**src/rtl/alu_pkg.sv**
```systemverilog
// Shared ALU/decode definitions: ALU op codes, operand selects, RV32I opcodes
// and the control half of the decoded micro-op.
package alu_pkg;

    localparam int ALU_SEL_W = 4;
    localparam int SEL_W     = 2;
    localparam int REG_W     = 5;
    localparam int OPC_W     = 7;

    localparam logic [ALU_SEL_W-1:0] ALU_ADD  = 4'd0;
    localparam logic [ALU_SEL_W-1:0] ALU_SUB  = 4'd1;
    localparam logic [ALU_SEL_W-1:0] ALU_SRL  = 4'd2;
    localparam logic [ALU_SEL_W-1:0] ALU_SLL  = 4'd3;
    localparam logic [ALU_SEL_W-1:0] ALU_XOR  = 4'd4;
    localparam logic [ALU_SEL_W-1:0] ALU_OR   = 4'd5;
    localparam logic [ALU_SEL_W-1:0] ALU_AND  = 4'd6;
    localparam logic [ALU_SEL_W-1:0] ALU_SLT  = 4'd7;
    localparam logic [ALU_SEL_W-1:0] ALU_SLTU = 4'd8;
    localparam logic [ALU_SEL_W-1:0] ALU_SRA  = 4'd9;

    localparam logic [SEL_W-1:0] OP1_RS1  = 2'b00;
    localparam logic [SEL_W-1:0] OP1_PC   = 2'b01;
    localparam logic [SEL_W-1:0] OP1_ZERO = 2'b10;
    localparam logic [SEL_W-1:0] OP2_RS2  = 2'b00;
    localparam logic [SEL_W-1:0] OP2_IMM  = 2'b01;
    localparam logic [SEL_W-1:0] OP2_FOUR = 2'b10;

    localparam logic [OPC_W-1:0] OPC_LUI    = 7'b0110111;
    localparam logic [OPC_W-1:0] OPC_AUIPC  = 7'b0010111;
    localparam logic [OPC_W-1:0] OPC_JAL    = 7'b1101111;
    localparam logic [OPC_W-1:0] OPC_JALR   = 7'b1100111;
    localparam logic [OPC_W-1:0] OPC_BRANCH = 7'b1100011;
    localparam logic [OPC_W-1:0] OPC_LOAD   = 7'b0000011;
    localparam logic [OPC_W-1:0] OPC_STORE  = 7'b0100011;
    localparam logic [OPC_W-1:0] OPC_OPIMM  = 7'b0010011;
    localparam logic [OPC_W-1:0] OPC_OP     = 7'b0110011;

    typedef struct packed {
        logic [ALU_SEL_W-1:0] alu_sel;
        logic [SEL_W-1:0]     op1_sel;
        logic [SEL_W-1:0]     op2_sel;
        logic [REG_W-1:0]     rs1;
        logic [REG_W-1:0]     rs2;
        logic [REG_W-1:0]     rd;
        logic                 reg_wen;
        logic                 branch;
        logic [2:0]           funct3;
        logic                 illegal;
    } ctrl_t;

    // Base ALU op for OP/OP-IMM; funct7[5] variants (SUB/SRA) are applied by the caller.
    function automatic logic [ALU_SEL_W-1:0] alu_from_f3(input logic [2:0] f3);
        case (f3)
            3'b000:  return ALU_ADD;
            3'b001:  return ALU_SLL;
            3'b010:  return ALU_SLT;
            3'b011:  return ALU_SLTU;
            3'b100:  return ALU_XOR;
            3'b101:  return ALU_SRL;
            3'b110:  return ALU_OR;
            default: return ALU_AND;
        endcase
    endfunction

endpackage

```
**src/rtl/rv32_decoder.sv**
```systemverilog
// Purely combinational RV32I decoder: instruction word + pc -> micro-op fields.
module rv32_decoder
    import alu_pkg::*;
#(
    parameter int XLEN = 32
) (
    input  logic [31:0]     inst_i,
    input  logic [XLEN-1:0] pc_i,
    output ctrl_t           ctrl_o,
    output logic [XLEN-1:0] imm_o,
    output logic [XLEN-1:0] pc_o
);

    logic [OPC_W-1:0] opc;
    logic [2:0]       f3;
    logic [6:0]       f7;
    logic             legal;
    logic [XLEN-1:0]  imm_i, imm_s, imm_b, imm_u, imm_j, imm_sh;

    assign opc = inst_i[6:0];
    assign f3  = inst_i[14:12];
    assign f7  = inst_i[31:25];

    assign imm_i  = XLEN'($signed(inst_i[31:20]));
    assign imm_s  = XLEN'($signed({inst_i[31:25], inst_i[11:7]}));
    assign imm_b  = XLEN'($signed({inst_i[31], inst_i[7], inst_i[30:25], inst_i[11:8], 1'b0}));
    assign imm_u  = XLEN'($signed({inst_i[31:12], 12'b0}));
    assign imm_j  = XLEN'($signed({inst_i[31], inst_i[19:12], inst_i[20], inst_i[30:21], 1'b0}));
    assign imm_sh = XLEN'(inst_i[24:20]);
    assign pc_o   = pc_i;

    always_comb begin
        ctrl_o         = '0;
        ctrl_o.alu_sel = ALU_ADD;
        ctrl_o.rs1     = inst_i[19:15];
        ctrl_o.rs2     = inst_i[24:20];
        ctrl_o.rd      = inst_i[11:7];
        ctrl_o.funct3  = f3;
        imm_o          = '0;
        legal          = 1'b0;

        case (opc)
            OPC_OP: begin
                ctrl_o.reg_wen = 1'b1;
                ctrl_o.alu_sel = alu_from_f3(f3);
                legal = (f7 == 7'b0000000) ||
                        ((f7 == 7'b0100000) && (f3 == 3'b000 || f3 == 3'b101));
                if (f7[5] && f3 == 3'b000) ctrl_o.alu_sel = ALU_SUB;
                if (f7[5] && f3 == 3'b101) ctrl_o.alu_sel = ALU_SRA;
            end
            OPC_OPIMM: begin
                ctrl_o.reg_wen = 1'b1;
                ctrl_o.op2_sel = OP2_IMM;
                ctrl_o.alu_sel = alu_from_f3(f3);
                imm_o          = imm_i;
                legal          = 1'b1;
                // Shift immediates carry only shamt; funct7 must not leak into the operand.
                if (f3 == 3'b001) begin
                    imm_o = imm_sh;
                    legal = (f7 == 7'b0000000);
                end else if (f3 == 3'b101) begin
                    imm_o = imm_sh;
                    legal = (f7 == 7'b0000000) || (f7 == 7'b0100000);
                    if (f7[5]) ctrl_o.alu_sel = ALU_SRA;
                end
            end
            OPC_LUI: begin
                ctrl_o.reg_wen = 1'b1;
                ctrl_o.op1_sel = OP1_ZERO;
                ctrl_o.op2_sel = OP2_IMM;
                imm_o          = imm_u;
                legal          = 1'b1;
            end
            OPC_AUIPC: begin
                ctrl_o.reg_wen = 1'b1;
                ctrl_o.op1_sel = OP1_PC;
                ctrl_o.op2_sel = OP2_IMM;
                imm_o          = imm_u;
                legal          = 1'b1;
            end
            OPC_LOAD: begin
                ctrl_o.reg_wen = 1'b1;
                ctrl_o.op2_sel = OP2_IMM;
                imm_o          = imm_i;
                legal          = (f3 != 3'b011) && (f3 != 3'b110) && (f3 != 3'b111);
            end
            OPC_STORE: begin
                ctrl_o.op2_sel = OP2_IMM;
                imm_o          = imm_s;
                legal          = (f3[2] == 1'b0) && (f3 != 3'b011);
            end
            OPC_JAL: begin
                ctrl_o.reg_wen = 1'b1;
                ctrl_o.op1_sel = OP1_PC;
                ctrl_o.op2_sel = OP2_FOUR;
                imm_o          = imm_j;
                legal          = 1'b1;
            end
            OPC_JALR: begin
                ctrl_o.reg_wen = 1'b1;
                ctrl_o.op1_sel = OP1_PC;
                ctrl_o.op2_sel = OP2_FOUR;
                imm_o          = imm_i;
                legal          = (f3 == 3'b000);
            end
            OPC_BRANCH: begin
                ctrl_o.branch = 1'b1;
                imm_o         = imm_b;
                legal         = (f3[2:1] != 2'b01);
                case (f3[2:1])
                    2'b10:   ctrl_o.alu_sel = ALU_SLT;
                    2'b11:   ctrl_o.alu_sel = ALU_SLTU;
                    default: ctrl_o.alu_sel = ALU_SUB;
                endcase
            end
            default: legal = 1'b0;
        endcase

        if (!legal) begin
            ctrl_o.illegal = 1'b1;
            ctrl_o.alu_sel = ALU_ADD;
            ctrl_o.op1_sel = OP1_RS1;
            ctrl_o.op2_sel = OP2_RS2;
            ctrl_o.reg_wen = 1'b0;
            ctrl_o.branch  = 1'b0;
        end
        if (ctrl_o.rd == '0) ctrl_o.reg_wen = 1'b0;
    end

endmodule

```
**src/rtl/alu_decode_stage.sv**
```systemverilog
// Registered decode stage: decoder feeding a main register plus one skid entry,
// giving full throughput behind a registered i_ready.
module alu_decode_stage
    import alu_pkg::*;
#(
    parameter int              XLEN     = 32,
    parameter logic [XLEN-1:0] RESET_PC = '0
) (
    input  logic             clock,
    input  logic             reset,
    input  logic             flush,
    input  logic             i_valid,
    output logic             i_ready,
    input  logic [31:0]      i_inst,
    input  logic [XLEN-1:0]  i_pc,
    output logic             o_valid,
    input  logic             o_ready,
    output logic [XLEN-1:0]  o_pc,
    output logic [3:0]       o_alu_sel,
    output logic [1:0]       o_op1_sel,
    output logic [1:0]       o_op2_sel,
    output logic [XLEN-1:0]  o_imm,
    output logic [4:0]       o_rs1,
    output logic [4:0]       o_rs2,
    output logic [4:0]       o_rd,
    output logic             o_reg_wen,
    output logic             o_branch,
    output logic [2:0]       o_funct3,
    output logic             o_illegal
);

    typedef enum logic [1:0] {EMPTY, BUSY, FULL} state_t;

    typedef struct packed {
        ctrl_t           ctrl;
        logic [XLEN-1:0] imm;
        logic [XLEN-1:0] pc;
    } uop_t;

    localparam uop_t RST_UOP = '{ctrl: '0, imm: '0, pc: RESET_PC};

    state_t state_q, state_d;
    logic   i_ready_q;
    uop_t   main_q, skid_q, dec;
    logic   accept, pop;
    logic   load_main, load_skid, main_from_skid;

    rv32_decoder #(.XLEN(XLEN)) u_dec (
        .inst_i (i_inst),
        .pc_i   (i_pc),
        .ctrl_o (dec.ctrl),
        .imm_o  (dec.imm),
        .pc_o   (dec.pc)
    );

    assign accept = i_valid & i_ready_q;
    assign pop    = o_valid & o_ready;

    always_comb begin
        state_d        = state_q;
        load_main      = 1'b0;
        load_skid      = 1'b0;
        main_from_skid = 1'b0;
        // Flush drops both entries and any beat accepted this cycle.
        if (flush) begin
            state_d = EMPTY;
        end else begin
            case (state_q)
                EMPTY: begin
                    if (accept) begin
                        state_d   = BUSY;
                        load_main = 1'b1;
                    end
                end
                BUSY: begin
                    if (accept && pop) begin
                        load_main = 1'b1;
                    end else if (accept) begin
                        state_d   = FULL;
                        load_skid = 1'b1;
                    end else if (pop) begin
                        state_d = EMPTY;
                    end
                end
                FULL: begin
                    if (pop) begin
                        state_d        = BUSY;
                        load_main      = 1'b1;
                        main_from_skid = 1'b1;
                    end
                end
                default: state_d = EMPTY;
            endcase
        end
    end

    always_ff @(posedge clock) begin
        if (reset) begin
            state_q   <= EMPTY;
            i_ready_q <= 1'b1;
            main_q    <= RST_UOP;
            skid_q    <= RST_UOP;
        end else begin
            state_q   <= state_d;
            i_ready_q <= (state_d != FULL);
            if (load_main) main_q <= main_from_skid ? skid_q : dec;
            if (load_skid) skid_q <= dec;
        end
    end

    assign i_ready   = i_ready_q;
    assign o_valid   = (state_q != EMPTY);
    assign o_pc      = main_q.pc;
    assign o_imm     = main_q.imm;
    assign o_alu_sel = main_q.ctrl.alu_sel;
    assign o_op1_sel = main_q.ctrl.op1_sel;
    assign o_op2_sel = main_q.ctrl.op2_sel;
    assign o_rs1     = main_q.ctrl.rs1;
    assign o_rs2     = main_q.ctrl.rs2;
    assign o_rd      = main_q.ctrl.rd;
    assign o_reg_wen = main_q.ctrl.reg_wen;
    assign o_branch  = main_q.ctrl.branch;
    assign o_funct3  = main_q.ctrl.funct3;
    assign o_illegal = main_q.ctrl.illegal;

endmodule

```
**config.mk**
```make
export PLATFORM = sky130hd
export DESIGN_NAME = alu_decode_stage
export DESIGN_NICKNAME = d
export VERILOG_FILES = /design/src/rtl/alu_pkg.sv /design/src/rtl/rv32_decoder.sv /design/src/rtl/alu_decode_stage.sv
export SDC_FILE = /design/constraint.sdc
export NUM_CORES = 1
export LEC_CHECK = 0
export BUFFER_PORTS_ARGS = -buffer_cell sky130_fd_sc_hd__buf_2
export CORE_ASPECT_RATIO = 1.1
export CORE_MARGIN = 4
export CORE_UTILIZATION = 49
export CTS_BUF_LIST = sky130_fd_sc_hd__clkbuf_8 sky130_fd_sc_hd__clkbuf_16
export DETAILED_ROUTE_END_ITERATION = 10
export HOLD_SLACK_MARGIN = 0.12
export PLACE_DENSITY = 0.82
export SYNTH_ARGS = -nofsm -noshare
export SYNTH_HDL_FRONTEND = slang
export SYNTH_SLANG_ARGS = --single-unit
```
**constraint.sdc**
```tcl
create_clock -name clock -period 1.87 [get_ports clock]
set_clock_uncertainty 0.15 [all_clocks]
set_input_delay 0.2805 -clock clock [delete_from_list [all_inputs] [get_ports clock]]
set_output_delay 0.2805 -clock clock [all_outputs]
set_load 0.01 [all_outputs]
```
==> run_results.csv <==
group,metric,value,unit
setup_path,reg2regPathDepth,8,
setup_path,cp.required,2030,ps
cts,cts_buffer_depth,2,
cts,htreeDepth,4,
placement,pre_cts_slack,-220,ps
yosys,netlist.area_leader.share,48.2,%
yosys,synth_cells,978,
yosys,synth.largest_area_cell,"dfxtp_1",
setup_path,worst_path_max_delay_cell,"a311oi_1",
setup_path,r2r-end,"o_pc[18]$_SDFFE_PP0P_",
floorplanning,die_area,18100,um^2
placement,gp_congestion,0.879,
run_status,failed_checks,"setup timing",
min_path,min_path_cells,4,
setup_path,reg2reg_slack,-140,ps
global_routing,grt_pass1_wl,40000,um
floorplanning,std_cell_rows,48,
timing,final_max_slew_viol_count,0,
setup_path,startpoint_type,"flop",
drt,wl_per_cell,19.0,um
min_path,holdPathEnd,"skid_q[87]$_SDFFE_PP0P_",
global_routing,antenna_found_initial,1,
yosys,muxShareOfSynthArea,0,%
floorplanning,die_w,129,um
cts,clk_pin_slew,80,ps
timing,period_share,108,%
timing,tightestPinTransition,723,ps
cts,worstSkewPairLatency,440,ps
yosys,synth.area.top_cells,"dfxtp_1 48%, nand2_1 12%, a21oi_1 7.0%",
setup_path,crit_type,"flop to flop",
yosys,syn_avg_cell_area,8.02,um^2
placement,hpwlAfterDp,16000,um
yosys,synth-seq-cells,189,
setup_path,r2r_start,"state_q[1]$_SDFF_PP0_",
timing,maxSlewHeadroom,51.8,%
drt,first_pass_iters,5,
yosys,yosys_warnings,0,
floorplanning,die_h,141,um
drt,drc_errors,0,
timing,period_minus_slack,2010,ps
drt,drtIter0Drc,925,
yosys,synthAdderAreaFrac,0,%
drt,vias,8677,
global_routing,grt_usage,27.0,%
final_layout,final_nets,1305,
global_routing,first_global_vias,8003,
timing,fmax,0.496,GHz
setup_path,cpPeakStageDelay,390,ps
floorplanning,io_pins,164,
timing,rsz0062_at_grt,"true",
yosys,synth_top_family_by_area,"compound AO/OA/AOI/OAI gates",
placement,numPortBuffers,163,
timing,final-setup-viol-count,25,
timing,fin_ws,-144,ps
floorplanning,start_util,50.0,%
placement,place_area,9420,um^2
power,power_leakage,0.00455,uW
drt,wl,27600,um
yosys,synth_compound_area_share,25.4,%
cts,cts_inserted_buffers,17,
drt,ant_nets,0,
yosys,synth_ff_type,"dfxtp_1",
yosys,syn_area,7840,um^2
run_status,status,"finished, violations left",
setup_path,cp.arrival,2180,ps
cts,root_buffer,"clkbuf_16",
final_layout,fin_cells,1450,
placement,dpl.cell_count,1344,
final_layout,fill_cells,1061,
yosys,synthXorXnorAreaFrac,0.112,%
min_path,hold_class,"input pin to flop",
yosys,synthSimpleGateAreaFrac,21.1,%
cts,clkSinkCount,189,
setup_path,path_max_fanout,8,
final_layout,drive_gt1_share,28.3,%
floorplanning,core-area,15700,um^2
setup_path,cp-end-kind,"flop",
global_routing,grt_max_degree,66,
yosys,ys_async_sr_fraction,0,%
final_layout,final_area,11100,um^2
yosys,syn_nets,1047,
power,vdd_drop_max,0.601,mV
power,p_per_area,833,nW/um^2
cts,cts_tree,"yes",
yosys,yosysUniqueCellTypes,59,
final_layout,areaGrowthSynthToFinish,42.1,%
global_routing,overflow,0,
run,drv_cap,0,
drt,vias_per_cell,5.98,
min_path,min-delay-start,"flush",
yosys,synth-edff-count,0,
setup_path,path_cells,"buf_6, nand3b_1, buf_6, nor2_4, buf_12, buf_12, nand2_1, a311oi_1",
timing,hold_viol,0,
yosys,ys_seq_area_share,48.2,%
[what timing repair did]
| item | CTS | global route |
|---|---|---|
| setup endpoints to repair | 1 | 118 |
| gates resized for setup | 1 | 62 |
| hold buffers | 59 | 0 |
| cloned | 0 | 6 |
| pin swaps | 0 | 31 |
| setup buffers | 0 | 8 |
| endpoints found under the hold margin | 143 | 0 |
[metal layers]
metal | part of all wire [%] | track usage, %
met5 | 0 | 0
met4 | 4.0 | 11.4
met3 | 9.0 | 6.21
met2 | 48 | 43.3
met1 | 39 | 34.9
[cell usage after synthesis, types with 5 or more instances]
| library cell | count |
|---|---|
| a31oi_1 | 12 |
| a311oi_1 | 51 |
| inv_1 | 7 |
| nor2b_1 | 5 |
| nand2_1 | 247 |
| nand3_1 | 20 |
| dfxtp_1 | 189 |
| o32ai_1 | 9 |
| a21oi_1 | 109 |
| o221ai_1 | 25 |
| nor2_1 | 68 |
| o21ai_0 | 34 |
| o21ai_1 | 5 |
| o22ai_1 | 7 |
| buf_1 | 11 |
| clkbuf_1 | 63 |
| a22oi_1 | 13 |
| nor3_1 | 9 |
| buf_2 | 15 |
| o2bb2ai_1 | 6 |
[cell families after synthesis]
kind of cell	Yosys count
DFF	189
and+or+nand+nor	390
buffers and inverters	100
AOI/OAI and AO/OA	298
xor gates and xnor gates	1
[critical path: cells and delay by family (launching register included)]
family	cells	cell delay (ps)
buf+inv	4	580
flops	1	330
compound gates	1	390
simple gates	3	440
[cell usage in the layout, fill, tap and decap left out, types with 6 or more instances in the layout]
cell / n
clkbuf_16: 23
buf_2: 162
a22oi_1: 13
a21oi_1: 109
a31oi_1: 12
buf_4: 81
nand2_2: 10
nor3_1: 7
o2bb2ai_1: 6
o32ai_1: 8
o21ai_0: 34
dlygate4sd3_1: 59
a311oi_1: 39
nand2_1: 232
nand3_1: 20
a311oi_2: 12
nor2_1: 67
o22ai_1: 7
dfxtp_1: 187
o221ai_1: 25
inv_1: 8
buf_12: 12
[cell type report]
class,instances,area (um^2),area share (%)
Antenna cell,1,2.50,0.0225
Clock buffer,17,425,3.82
Clock inverter,15,209,1.87
Inverter,9,33.8,0.303
Multi-Input combinational cell,689,3890,34.9
Sequential cell,189,3790,34.0
Tap cell,200,250,2.25
Timing Repair Buffer,330,2540,22.8
[how the worst max path moves through the flow]
stage,from,to,depth (start not counted)
final,state_q[1]$_SDFF_PP0_,o_pc[18]$_SDFFE_PP0P_,8
after global placement,i_inst[4],o_imm[19]$_SDFFE_PP0P_,7
after CTS,state_q[1]$_SDFF_PP0_,skid_q[68]$_SDFFE_PP0P_,6
after global routing,state_q[1]$_SDFF_PP0_,o_pc[18]$_SDFFE_PP0P_,8
after detailed placement,i_inst[5],skid_q[49]$_SDFFE_PP0P_,8
after floorplan,i_inst[3],o_alu_sel[3]$_SDFFE_PP0P_,7
[power breakdown]
group,switching [uW],internal [uW]
registers,80.9,4160
logic,610,509
clock network,1660,2260
[through the flow]
step                hold WS, ps  setup TNS, ps  utilization (%)  power [uW]
floorplan                   247          -68.9                -        4780
global placement            289          -8900             60.1        5220
detailed placement          296          -9250             60.1        5230
CTS                         120              0             68.0        9170
global route                141          -4800             71.1        9570
finish                      140           -668             71.1        9280
[state kept, by name (all words and copies together), names as in the netlist]
name	flops
i_ready	1
o_alu_sel	4
o_branch	1
o_funct3	3
o_illegal	1
o_imm	32
o_op1_sel	2
o_op2_sel	2
o_pc	32
o_rd	5
o_reg_wen	1
o_rs1	5
o_rs2	5
skid_q	93
state_q	2
No activity file was read; power rests on OpenSTA's default activity.
